### config.mk
export PLATFORM = sky130hd
export DESIGN_NAME = sgpr_retire_queue
export DESIGN_NICKNAME = d
export VERILOG_FILES = /design/src/rtl/sgpr_retire_pkg.sv /design/src/rtl/sgpr_retire_fifo.sv /design/src/rtl/sgpr_retire_queue.sv
export SDC_FILE = /design/constraint.sdc
export NUM_CORES = 1
export LEC_CHECK = 0
export BUFFER_PORTS_ARGS = -buffer_cell sky130_fd_sc_hd__buf_2
export CORE_ASPECT_RATIO = 1.5
export CORE_MARGIN = 2
export CORE_UTILIZATION = 35
export DETAILED_ROUTE_END_ITERATION = 8
export GPL_TIMING_DRIVEN = 0
export PLACE_DENSITY = 0.5
export SYNTH_ARGS = -nofsm -noshare
export SYNTH_HDL_FRONTEND = slang
export SYNTH_HIERARCHICAL = 1
export SYNTH_SLANG_ARGS = --single-unit
### constraint.sdc
create_clock -name clk -period 2.5 [get_ports clk]
set_input_delay 0.375 -clock clk [delete_from_list [all_inputs] [get_ports clk]]
set_output_delay 0.375 -clock clk [all_outputs]
set_load 0.02 [all_outputs]
### src/rtl/sgpr_retire_pkg.sv
// Shared widths, legal retire masks and the queued entry record for the SGPR retire queue.
// The optional single-cycle bypass path is enabled with SGPR_RETIRE_BYPASS_EN.
package sgpr_retire_pkg;

   localparam int SGPR_ADDR_W   = 9;
   localparam int SGPR_WFID_W   = 6;
   localparam int SGPR_RQ_DEPTH = 4;

   localparam logic [3:0] MASK_1W = 4'b0001;
   localparam logic [3:0] MASK_2W = 4'b0011;
   localparam logic [3:0] MASK_4W = 4'b1111;

   typedef enum logic {
      SRC_SALU = 1'b0,
      SRC_LSU  = 1'b1
   } rr_src_e;

   typedef struct packed {
      logic [SGPR_ADDR_W-1:0] addr;
      logic [3:0]             mask;
      logic [SGPR_WFID_W-1:0] wfid;
   } retire_entry_t;

   function automatic logic mask_is_legal(input logic [3:0] m);
      return (m == MASK_1W) || (m == MASK_2W) || (m == MASK_4W);
   endfunction

endpackage

### src/rtl/sgpr_retire_fifo.sv
// Small synchronous FIFO with extra-MSB pointers; full and empty decode only registered pointers.
// Used once per retire source inside sgpr_retire_queue (SGPR_RETIRE_BYPASS_EN has no effect here).
module sgpr_retire_fifo #(
   parameter int WIDTH = 19,
   parameter int DEPTH = 4
) (
   input  logic             clk,
   input  logic             rst_n,
   input  logic             push_i,
   input  logic [WIDTH-1:0] data_i,
   input  logic             pop_i,
   output logic             full_o,
   output logic             empty_o,
   output logic [WIDTH-1:0] head_o
);

   localparam int AW = $clog2(DEPTH);

   logic [AW:0]      wr_ptr_q, rd_ptr_q;
   logic [WIDTH-1:0] mem_q [DEPTH];
   logic             do_push, do_pop;

   // Same slot with differing wrap bits means the writer is a full lap ahead.
   assign full_o  = (wr_ptr_q[AW-1:0] == rd_ptr_q[AW-1:0]) && (wr_ptr_q[AW] != rd_ptr_q[AW]);
   assign empty_o = (wr_ptr_q == rd_ptr_q);
   assign head_o  = mem_q[rd_ptr_q[AW-1:0]];

   assign do_push = push_i && !full_o;
   assign do_pop  = pop_i && !empty_o;

   always_ff @(posedge clk or negedge rst_n) begin
      if (!rst_n) begin
         wr_ptr_q <= '0;
         rd_ptr_q <= '0;
      end else begin
         if (do_push) wr_ptr_q <= wr_ptr_q + 1'b1;
         if (do_pop)  rd_ptr_q <= rd_ptr_q + 1'b1;
      end
   end

   always_ff @(posedge clk) begin
      if (do_push) mem_q[wr_ptr_q[AW-1:0]] <= data_i;
   end

endmodule

### src/rtl/sgpr_retire_queue.sv
// Serialises SALU and LSU SGPR retire events onto the retired-operand bus, one per cycle, round-robin.
// Define SGPR_RETIRE_BYPASS_EN to let a lone event into an idle queue reach the outputs one cycle early.
module sgpr_retire_queue
   import sgpr_retire_pkg::*;
#(
   parameter int ADDR_W = SGPR_ADDR_W,
   parameter int WFID_W = SGPR_WFID_W,
   parameter int DEPTH  = SGPR_RQ_DEPTH
) (
   input  logic              clk,
   input  logic              rst_n,
   input  logic              salu_retire_en,
   input  logic [ADDR_W-1:0] salu_retire_addr,
   input  logic [3:0]        salu_retire_mask,
   input  logic [WFID_W-1:0] salu_retire_wfid,
   output logic              salu_ready,
   input  logic              lsu_retire_en,
   input  logic [ADDR_W-1:0] lsu_retire_addr,
   input  logic [3:0]        lsu_retire_mask,
   input  logic [WFID_W-1:0] lsu_retire_wfid,
   output logic              lsu_ready,
   output logic              retired_operand_valid,
   output logic [ADDR_W-1:0] retired_operand_addr,
   output logic [3:0]        retired_operand_mask,
   output logic [WFID_W-1:0] retired_wfid,
   output logic              overflow_err
);

   // Handshake: an event transfers on a rising edge when x_retire_en and x_ready are both high.
   // x_ready depends only on registered FIFO state, never on x_retire_en; the output bus has no back-pressure.

   retire_entry_t salu_entry, lsu_entry, salu_head, lsu_head;
   logic          salu_full, salu_empty, lsu_full, lsu_empty;
   logic          salu_evt, lsu_evt, salu_legal, lsu_legal;
   logic          salu_accept, lsu_accept, salu_drop, lsu_drop;
   logic          salu_bypass, lsu_bypass, salu_push, lsu_push;
   logic          grant_salu, grant_lsu;

   rr_src_e       rr_q, rr_d;
   logic          valid_q, valid_d;
   retire_entry_t out_q, out_d;
   logic          err_q, err_d;

   assign salu_entry = {salu_retire_addr, salu_retire_mask, salu_retire_wfid};
   assign lsu_entry  = {lsu_retire_addr, lsu_retire_mask, lsu_retire_wfid};

   // An all-zero mask retires nothing, so it is silently ignored rather than flagged.
   assign salu_evt    = salu_retire_en && (salu_retire_mask != 4'b0000);
   assign lsu_evt     = lsu_retire_en && (lsu_retire_mask != 4'b0000);
   assign salu_legal  = mask_is_legal(salu_retire_mask);
   assign lsu_legal   = mask_is_legal(lsu_retire_mask);
   assign salu_accept = salu_evt && salu_legal && !salu_full;
   assign lsu_accept  = lsu_evt && lsu_legal && !lsu_full;
   assign salu_drop   = salu_evt && (!salu_legal || salu_full);
   assign lsu_drop    = lsu_evt && (!lsu_legal || lsu_full);

`ifdef SGPR_RETIRE_BYPASS_EN
   assign salu_bypass = salu_accept && salu_empty && lsu_empty && !lsu_retire_en;
   assign lsu_bypass  = lsu_accept && salu_empty && lsu_empty && !salu_retire_en;
`else
   assign salu_bypass = 1'b0;
   assign lsu_bypass  = 1'b0;
`endif

   assign salu_push = salu_accept && !salu_bypass;
   assign lsu_push  = lsu_accept && !lsu_bypass;

   assign grant_salu = !salu_empty && (lsu_empty || (rr_q == SRC_SALU));
   assign grant_lsu  = !lsu_empty && (salu_empty || (rr_q == SRC_LSU));

   sgpr_retire_fifo #(.WIDTH($bits(retire_entry_t)), .DEPTH(DEPTH)) u_salu_fifo (
      .clk     (clk),
      .rst_n   (rst_n),
      .push_i  (salu_push),
      .data_i  (salu_entry),
      .pop_i   (grant_salu),
      .full_o  (salu_full),
      .empty_o (salu_empty),
      .head_o  (salu_head)
   );

   sgpr_retire_fifo #(.WIDTH($bits(retire_entry_t)), .DEPTH(DEPTH)) u_lsu_fifo (
      .clk     (clk),
      .rst_n   (rst_n),
      .push_i  (lsu_push),
      .data_i  (lsu_entry),
      .pop_i   (grant_lsu),
      .full_o  (lsu_full),
      .empty_o (lsu_empty),
      .head_o  (lsu_head)
   );

   always_comb begin
      rr_d    = rr_q;
      valid_d = grant_salu || grant_lsu || salu_bypass || lsu_bypass;
      out_d   = out_q;
      err_d   = err_q || salu_drop || lsu_drop;
      // The pointer only moves when both sources actually competed.
      if (!salu_empty && !lsu_empty) rr_d = grant_salu ? SRC_LSU : SRC_SALU;
      if (grant_salu)       out_d = salu_head;
      else if (grant_lsu)   out_d = lsu_head;
      else if (salu_bypass) out_d = salu_entry;
      else if (lsu_bypass)  out_d = lsu_entry;
   end

   always_ff @(posedge clk or negedge rst_n) begin
      if (!rst_n) begin
         rr_q    <= SRC_SALU;
         valid_q <= 1'b0;
         out_q   <= '0;
         err_q   <= 1'b0;
      end else begin
         rr_q    <= rr_d;
         valid_q <= valid_d;
         out_q   <= out_d;
         err_q   <= err_d;
      end
   end

   assign salu_ready            = !salu_full;
   assign lsu_ready             = !lsu_full;
   assign retired_operand_valid = valid_q;
   assign retired_operand_addr  = out_q.addr;
   assign retired_operand_mask  = out_q.mask;
   assign retired_wfid          = out_q.wfid;
   assign overflow_err          = err_q;

endmodule

## Word-level counts from Yosys, hierarchy flattened

Memories as Yosys holds them, arrays and structs flattened.
Cells that the tools add are included.

| word-level totals | value |
|---|---|
| output and inout bits | 23 |
| logic and storage cells | 73 |
| register bits after elaboration | 34 |
| latch bits | 0 |
| memories kept | 2 |
| bits of input ports | 42 |
| ROM bits | 0 |
| RAM bits | 152 |

| operators by class | value |
|---|---|
| multiply operators | 0 |
| shift-type cells | 0 |
| bitwise operators | 1 |
| mux-type cells | 7 |
| divide/modulo/power cells | 0 |
| equality and inequality tests | 12 |
| $lt $le $gt $ge | 0 |
| add/subtract/negate cells | 4 |
| reductions and logical operators | 37 |

Memories:

| name | depth | width | read ports | clocked after memory_dff | wr ports | RTL line | source |
|---|---|---|---|---|---|---|---|
| u_lsu_fifo.mem_q | 4 | 19 | 1 | 0 | 1 | sgpr_retire_fifo.sv:20 | `logic [WIDTH-1:0] mem_q [DEPTH];` |
| u_salu_fifo.mem_q | 4 | 19 | 1 | 0 | 1 | sgpr_retire_fifo.sv:20 |  |

Operator list:

| cell | number |
|---|---|
| $mux W19 | 2 |
| $logic_and A1 B1 Y1 | 17 |
| $add A3 B1 Y3 const B | 4 |
| $logic_or A1 B1 Y1 | 11 |
| $eq A4 B1 Y1 const B | 2 |
| $eq A4 B2 Y1 const B | 2 |
| $eq A4 B4 Y1 const B | 2 |
| $reduce_bool A4 Y1 | 2 |
| $eq A3 B3 Y1 | 2 |
| $logic_not A1 Y1 | 6 |
| $mux W1 | 5 |
| $eq A2 B2 Y1 | 2 |
| $ne A1 B1 Y1 | 2 |
| $reduce_bool A2 Y1 | 1 |
| $not A1 Y1 | 1 |

## Logic depth before layout (Yosys ltp)

Gate-level depths: netlist of the first run.

| depth | value |
|---|---|
| depth in word-level cells | 8 |
| gate-level depth with buffers | 10 |
| gate-level depth less buffers | 9 |

## By module

Netlist of the first run, hierarchy kept.

Modules (own cells, without submodules):

| module | area each (um^2) | instances | cells an instance | sequential area each (um^2) |
|---|---|---|---|---|
| sgpr_retire_fifo | 3258.1 | 2 | 149 | 2432.3 |
| sgpr_retire_queue | 1338.8 | 1 | 114 | 550.5 |

## Least setup slack after synthesis of the first run

OpenSTA, ideal clock, no wires.

| timing | value |
|---|---|
| path kind | register to register |
| from | register u_salu_fifo.rd_ptr_q[0] |
| to | memory u_salu_fifo.mem_q[3][0] (enable) |
| arrival time | 2.317 ns |
| required time | 2.113 ns |
| slack | -0.204 ns |
| buffers on the path | 1 |
| cell stages (with the launch flop) | 9 |
| period minus slack after synthesis | 2.704 ns |
| library setup time | 0.387 ns |
| cell sequence | dfrtp_1 > buf_2 > xnor2_2 > nand3_2 > inv_1 > nand2b_1 > a211oi_1 > nand2_1 > a31oi_2 |

| on the way | value |
|---|---|
| word-level cells in the longest chain between the ends | 7 |

Ends and longest elaborated chain:

| item | RTL line | source |
|---|---|---|
| start, declared | sgpr_retire_fifo.sv:19 | `logic [AW:0] wr_ptr_q, rd_ptr_q;` |
| start signal, assigned | sgpr_retire_fifo.sv:37 | `if (do_pop) rd_ptr_q <= rd_ptr_q + 1'b1;` |
| $eq A2 B2 Y1 | sgpr_retire_fifo.sv:24 | `assign full_o = (wr_ptr_q[AW-1:0] == rd_ptr_q[AW-1:0]) && (wr_ptr_q[AW] != rd_ptr_q[AW]);` |
| $logic_and A1 B1 Y1 | sgpr_retire_fifo.sv:24 |  |
| named net salu_full | sgpr_retire_queue.sv:33 | `logic salu_full, salu_empty, lsu_full, lsu_empty;` |
| $logic_not A1 Y1 | sgpr_retire_queue.sv:52 | `assign salu_accept = salu_evt && salu_legal && !salu_full;` |
| $logic_and A1 B1 Y1 | sgpr_retire_queue.sv:52 |  |
| named net salu_accept | sgpr_retire_queue.sv:35 | `logic salu_accept, lsu_accept, salu_drop, lsu_drop;` |
| $logic_and A1 B1 Y1 | sgpr_retire_fifo.sv:28 | `assign do_push = push_i && !full_o;` |
| $mux W1 | sgpr_retire_fifo.sv:42 | `if (do_push) mem_q[wr_ptr_q[AW-1:0]] <= data_i;` |
| $mux W1 (implied by the code) | sgpr_retire_fifo.sv:42 |  |
| end, declared | sgpr_retire_fifo.sv:20 |  |

The timed path passes the listed nets, and every way through them passes these cells.

## Worst setup path after layout of the first run

| timing | value |
|---|---|
| from | register u_salu_fifo.wr_ptr_q[0] |
| to | memory u_salu_fifo.mem_q[2][15] (enable) |

| on the way | value |
|---|---|
| word-level cells in the longest chain between the ends | 7 |

Ends and longest elaborated chain:

| item | RTL line | source |
|---|---|---|
| start, declared | sgpr_retire_fifo.sv:19 |  |
| start signal, assigned | sgpr_retire_fifo.sv:36 | `if (do_push) wr_ptr_q <= wr_ptr_q + 1'b1;` |
| $eq A2 B2 Y1 | sgpr_retire_fifo.sv:24 |  |
| $logic_and A1 B1 Y1 | sgpr_retire_fifo.sv:24 |  |
| named net salu_full | sgpr_retire_queue.sv:33 |  |
| $logic_not A1 Y1 | sgpr_retire_queue.sv:52 |  |
| $logic_and A1 B1 Y1 | sgpr_retire_queue.sv:52 |  |
| named net salu_accept | sgpr_retire_queue.sv:35 |  |
| $logic_and A1 B1 Y1 | sgpr_retire_fifo.sv:28 |  |
| $mux W1 | sgpr_retire_fifo.sv:42 |  |
| $mux W1 (implied by the code) | sgpr_retire_fifo.sv:42 |  |

The timed path passes the listed nets, and every way through them passes these cells.

==> results of run 1 <==
worst max-delay path: cells and delay by family (launching register included):
family / cells / cell delay (ns)
buffers and inverters: 3 / 0.42
DFF: 1 / 0.51
xor gates and xnor gates: 1 / 0.28
AOI/OAI and AO/OA: 1 / 0.31
and+or+nand+nor: 3 / 0.56
state kept, by name (all words and copies together) (netlist names):
signal                 flops
u_lsu_fifo/rd_ptr_q        3
u_salu_fifo/mem_q         76
u_salu_fifo/wr_ptr_q       3
rr_q                       1
u_salu_fifo/rd_ptr_q       3
retired_operand_valid      1
retired_wfid               6
retired_operand_addr       9
u_lsu_fifo/mem_q          76
retired_operand_mask       4
overflow_err               1
u_lsu_fifo/wr_ptr_q        3
layer usage:
layer | routed length (um) | GRT usage (%) | part of all wire [%]
met1 | 6480 | 16.9 | 39
met2 | 9350 | 26.8 | 56
met3 | 379 | 2.97 | 2.3
met4 | 442 | 6.13 | 2.7
met5 | 0 | 0 | 0
how the worst min path moves through the flow:
stage	to	slack (ns)
5_1_grt	retired_operand_addr[5]	0.12
2_1_floorplan	overflow_err	0.08
4_1_cts	retired_operand_addr[5]	0.09
6_report	retired_operand_valid	0.06
3_5_place_dp	overflow_err	0.51
3_3_place_gp	overflow_err	0.50
cells in the final DEF (no fill, tap or decap), types with 6 or more instances in the layout:
cell type and count:
a21oi_1 19, a21oi_2 11, and3_4 6, buf_2 73, buf_4 16, clkbuf_16 17, dfrtp_1 34, edfxtp_1 152
ha_1 10, inv_1 13, mux2i_1 19, mux4_2 38, nand2b_1 6, o31ai_2 8, o32ai_1 10, o32ai_2 9
xnor2_1 6
through the flow:
step / TNS, ns / worst slack [ns] / power (W) / area [sq um]
2_1_floorplan: 0 / 0.0172 / 0.00797 / 7870
3_3_place_gp: -73.16 / -0.876 / 0.00911 / 8540
3_5_place_dp: -74.13 / -0.618 / 0.00924 / 8540
4_1_cts: 0 / 0.0331 / 0.0121 / 9390
5_1_grt: 0 / 0.0247 / 0.0127 / 9440
6_report: 0 / 0.107 / 0.0121 / 9440
area by class of cell:
cell class | count | share of cell area, %
antenna | 1 | 0.0265
buffer | 23 | 1.67
clock buffer | 19 | 4.59
clock inverter | 13 | 1.75
inverter | 14 | 0.557
multi-input combinational | 191 | 25.3
sequential | 186 | 57.4
tap | 276 | 3.66
timing repair buffer | 78 | 5.04
power by group through the flow:
stage          Sequential (W)  Combinational, W  Clock (W)
3_5_place_dp          0.00415           0.00509          0
5_1_grt               0.00414           0.00567    0.00290
4_1_cts               0.00409           0.00526    0.00280
6_report              0.00410           0.00522    0.00273
3_3_place_gp          0.00413           0.00498          0
2_1_floorplan         0.00426           0.00371          0
cells by family (layout without fill, tap and decap cells):
group	after synthesis	in the layout	synth area share, %
simple gates	31	31	2.21
other cells	0	1	0
flops	186	186	68.9
mux	57	57	13.3
xor+xnor	19	19	2.69
compound gates	72	74	8.57
fa+ha+maj	10	10	1.59
buf+inv	37	147	2.68
timing repair:
action | in CTS | in global routing
pin swaps | 2 | 0
gates cloned | 2 | 0
setup buffers | 14 | 0
endpoints found under the setup margin | 154 | 98
gates resized for setup | 18 | 7
==> flow_summary_export.csv, run 1 <==
group,metric,value,unit
drt,firstDrtPassIters,4,
global_routing,grt_max_degree,35,
global_routing,first_global_vias,4443,
global_routing,gr-usage-all-layers,14.8,%
clocking,clockRootBuffer,"clkbuf_16",
power,pwr-share-seq,34.0,%
final_layout,stdcell_count,801,
power,p_leak,3.25,nW
synth,synth_edf_count,152,
power,p_clk_share,22.7,%
floorplan,dieWidth,126,um
sta,period_share,95.7,%
clocking,cts_max_level,4,
synth,synth_top_cell_by_area,"edfxtp_1",
worst_setup_path,crit_path_end_kind,"register",
sta,period_needed,2.39,ns
drt,first_iter_violations,254,
synth,syn_area,7860,sq um
sta,drv_slew,0,
power,switching_share,36.9,%
clocking,clock_latency,0.43,ns
sta,grt_setup_unrepaired,"false",
synth,synth_top_area_share,58.1,%
clocking,cts_tree,"yes",
worst_setup_path,cp_max_fo,12,
floorplan,chipHeight,187,um
clocking,ctsHoldBuffers,0,
power,power.internal,0.00760,W
worst_hold_path,worstHoldPathType,"in2async",
global_routing,grt_pass1_wl,25600,um
synth,yosysMostFrequentCell,"edfxtp_1",
drt,vias,4112,
final_layout,drive_gt1_share,42.7,%
placement,post-dp-hpwl,11500,um
worst_setup_path,slowest_delay,0.51,ns
synth,synth_common_cells,"edfxtp_1, mux4_2, dfrtp_1",
run,max_cap_violations,0,
drt,routed_wl,16700,um
sta,max_slew_margin,40.7,%
synth,synth_nets,464,
floorplan,initial_core_util,35.4,%
sta,finalSetupViolCount,0,
sta,hold_slack,0.0581,ns
final_layout,final_nets,563,
worst_setup_path,reg2reg_to,"u_salu_fifo/mem_q[2][15]",
sta,hold_viol,0,
final_layout,finish.utilization,42.5,%
power,p_switching,0.00445,W
final_layout,multi_input_area,2390,sq um
drt,final_antenna_net_count,0,
floorplan,core_area,22200,sq um
synth,netlist_top_cells_area,"edfxtp_1, mux4_2, dfrtp_1, mux2i_1, o32ai_2",
drt,drcViolationCount,0,
floorplan,die_area,23700,sq um
worst_setup_path,path_class,"reg2reg",
final_layout,syn_to_final_growth,20.1,%
power,vdd.ir_drop.worst,0.879,mV
floorplan,num_rows,67,
synth,synthArstFlopShare,18.3,%
placement,dp_cells,752,
clocking,cts_sinks,186,
power,pwr-share-comb,43.3,%
worst_setup_path,critical_path.startpoint,"u_salu_fifo/wr_ptr_q[0]",
sta,tightest_slew,0.890,ns
clocking,numCtsBuffers,17,
placement,gp_congestion,0.805,
worst_setup_path,start_kind,"register",
placement,io_buffers,64,
synth,synth.ff_latch_count,186,
synth,ys.flop_type,"edfxtp_1",
final_layout,final-seq-area,5420,sq um
clocking,cts.clk_slew.worst_paths,0.07,ns
sta,skew,0.0137,ns
floorplan,io_pins,65,
global_routing,antenna_found_initial,1,
worst_setup_path,rrSetupSlack,0.11,ns
clocking,cts_buffer_depth,2,
worst_setup_path,worstSetupEndpoint,"u_salu_fifo/mem_q[2][15]",
synth,yosysSeqAreaShare,68.9,%
synth,synth-warning-count,6,
drt,vias_per_cell,5.13,
synth,avgSynthCellArea,19.1,sq um
worst_setup_path,reg2reg_depth,8,
final_layout,fillCellCount,1976,
synth,synthCells,412,
worst_setup_path,slowest_stage,"dfrtp_1",
synth,ys_types,36,
status,outcome,"complete, no violations",
worst_setup_path,worst_ep_arrival_time,2.53,ns
worst_setup_path,crit_required,2.64,ns
worst_setup_path,r2r_start,"u_salu_fifo/wr_ptr_q[0]",
sta,timing.fmax,418,MHz
drt,drt-wirelength-per-cell,20.8,um
worst_setup_path,crit_chain,"xnor2_2 > nand3_2 > inv_1 > nand2b_1 > a211oi_4 > buf_4 > and3_4 > buf_12",
power,power_density,1280,nW/um^2
global_routing,overflow,0,
(Power assumes the default switching activity.)
==> run 2, diff against run 1 <==
--- a/config.mk
+++ b/config.mk
@@ -7,7 +7,6 @@
 export LEC_CHECK = 0
 export BUFFER_PORTS_ARGS = -buffer_cell sky130_fd_sc_hd__buf_2
 export CORE_ASPECT_RATIO = 1.5
-export CORE_MARGIN = 2
 export CORE_UTILIZATION = 35
 export DETAILED_ROUTE_END_ITERATION = 8
 export GPL_TIMING_DRIVEN = 0
==> flow_summary_export.csv, run 2 (synthesis results as in run 1) <==
group,metric,value,unit
status,outcome,"complete, no violations",
clocking,cts_max_level,4,
final_layout,antenna_cells,0,
floorplan,num_rows,66,
worst_setup_path,reg2reg_depth,9,
final_layout,layout_common_cells,"edfxtp_1, buf_2, mux4_2",
clocking,cts_buffer_depth,2,
power,p_total,0.0123,W
worst_setup_path,crit_path_end_kind,"register",
worst_setup_path,worst_ep_arrival_time,2.52,ns
worst_setup_path,reg2reg_to,"u_salu_fifo/mem_q[3][12]",
sta,tightest_slew,0.896,ns
power,vdd.ir_drop.worst,0.765,mV
sta,skew,0.00523,ns
power,power_density,1300,nW/um^2
clocking,clock_latency,0.43,ns
worst_hold_path,worstHoldPathType,"in2async",
worst_setup_path,rrSetupSlack,0.13,ns
final_layout,final-seq-area,5420,sq um
worst_setup_path,start_kind,"register",
sta,timing.fmax,422,MHz
clocking,clockRootBuffer,"clkbuf_16",
sta,hold_viol,0,
global_routing,first_global_vias,4377,
worst_setup_path,crit_required,2.65,ns
worst_setup_path,slowest_delay,0.40,ns
sta,period_needed,2.37,ns
placement,gp_congestion,0.795,
final_layout,drive_gt1_share,42.6,%
clocking,cts_tree,"yes",
global_routing,overflow,0,
global_routing,grt_pass1_wl,25600,um
global_routing,gr-usage-all-layers,15.4,%
floorplan,chipHeight,185,um
clocking,numCtsBuffers,17,
drt,vias_per_cell,5.17,
drt,drcViolationCount,0,
drt,firstDrtPassIters,4,
floorplan,die_area,23100,sq um
floorplan,io_pins,65,
final_layout,final_common_cell,"edfxtp_1",
sta,hold_slack,0.0585,ns
drt,first_iter_violations,168,
worst_setup_path,r2r_start,"u_salu_fifo/rd_ptr_q[1]",
global_routing,antenna_found_initial,0,
final_layout,syn_to_final_growth,19.9,%
worst_setup_path,crit_chain,"buf_2 > xnor2_2 > nand3_2 > inv_1 > nand2b_1 > a211oi_4 > nand2_2 > a31oi_4 > buf_4",
final_layout,finish.utilization,43.0,%
sta,period_share,94.8,%
placement,io_buffers,64,
power,p_leak,3.24,nW
global_routing,grt_max_degree,35,
clocking,cts.clk_slew.worst_paths,0.07,ns
drt,routed_wl,16800,um
worst_setup_path,slowest_stage,"dfrtp_1",
worst_setup_path,cp_max_fo,6,
final_layout,final_nets,556,
sta,finalSetupViolCount,0,
final_layout,multi_input_area,2390,sq um
sta,max_slew_margin,40.3,%
run,max_cap_violations,0,
worst_setup_path,path_class,"reg2reg",
floorplan,initial_core_util,35.9,%
floorplan,dieWidth,124,um
placement,post-dp-hpwl,11500,um
sta,drv_slew,0,
floorplan,core_area,21900,sq um
drt,final_antenna_net_count,0,
final_layout,fillCellCount,1920,
drt,vias,4080,
sta,grt_setup_unrepaired,"false",
clocking,cts_sinks,186,
drt,drt-wirelength-per-cell,21.3,um
run 2: cell type report:
type	instances	area share (%)
clock buffer	17	4.52
inverter	14	0.558
timing repair buffer	71	4.49
multi-input combinational	191	25.3
sequential	186	57.5
clock inverter	15	2.32
tap	272	3.61
buffer	23	1.67
run 2: through the flow:
stage          TNS (ns)  std cells  worst slack (ns)  cell area [sq um]
3_5_place_dp     -67.70        748            -0.537               8540
5_1_grt               0        789            0.0180               9420
6_report              0        789             0.130               9420
4_1_cts               0        789            0.0329               9380
2_1_floorplan         0        412            0.0172               7870
3_3_place_gp     -73.44        748            -0.874               8530
run 2: critical path, delay by kind of cell, from the launching register on:
family | cells | cell delay, ns
AOI/OAI and AO/OA | 2 | 0.51
xor gates and xnor gates | 1 | 0.24
buffers and inverters | 3 | 0.44
DFF | 1 | 0.40
and+or+nand+nor | 3 | 0.52
run 2: worst max-delay path by stage:
stage | from | to | cells past startpoint
floorplan | u_lsu_fifo/rd_ptr_q[0] | u_lsu_fifo/mem_q[3][0] | 9
finish | u_salu_fifo/rd_ptr_q[1] | u_salu_fifo/mem_q[3][12] | 9
global route | u_lsu_fifo/wr_ptr_q[2] | u_lsu_fifo/wr_ptr_q[2] | 10
CTS | u_lsu_fifo/rd_ptr_q[0] | u_lsu_fifo/mem_q[3][8] | 10
detailed placement | u_salu_fifo/rd_ptr_q[1] | u_salu_fifo/mem_q[2][12] | 7
global placement | u_lsu_fifo/rd_ptr_q[0] | u_lsu_fifo/mem_q[3][16] | 9
run 2: per-layer routing:
layer / share of wire [%] / track usage [%] / up-vias / routed length, um
met5: 0 / 0 / - / 0
li1: - / - / 1849 / -
met3: 2.6 / 3.79 / 23 / 440
met1: 39 / 16.9 / 2144 / 6630
met4: 2.5 / 6.89 / 0 / 415
met2: 55 / 28.1 / 64 / 9310
run 2: report_power, final:
part	total (W)	internal, W	switching [W]
combinational	0.00523	0.00223	0.00300
clock	0.00292	0.00178	0.00114
sequential	0.00410	0.00377	0.000331
total	0.0123	0.00778	0.00447
run 2: repair_timing:
item	in CTS	in global routing
hold buffers	0	0
pin swaps	1	0
resized for setup	18	7
setup endpoints to repair	154	99
hold endpoints to repair	0	0
setup buffers	7	0
gates cloned	2	0
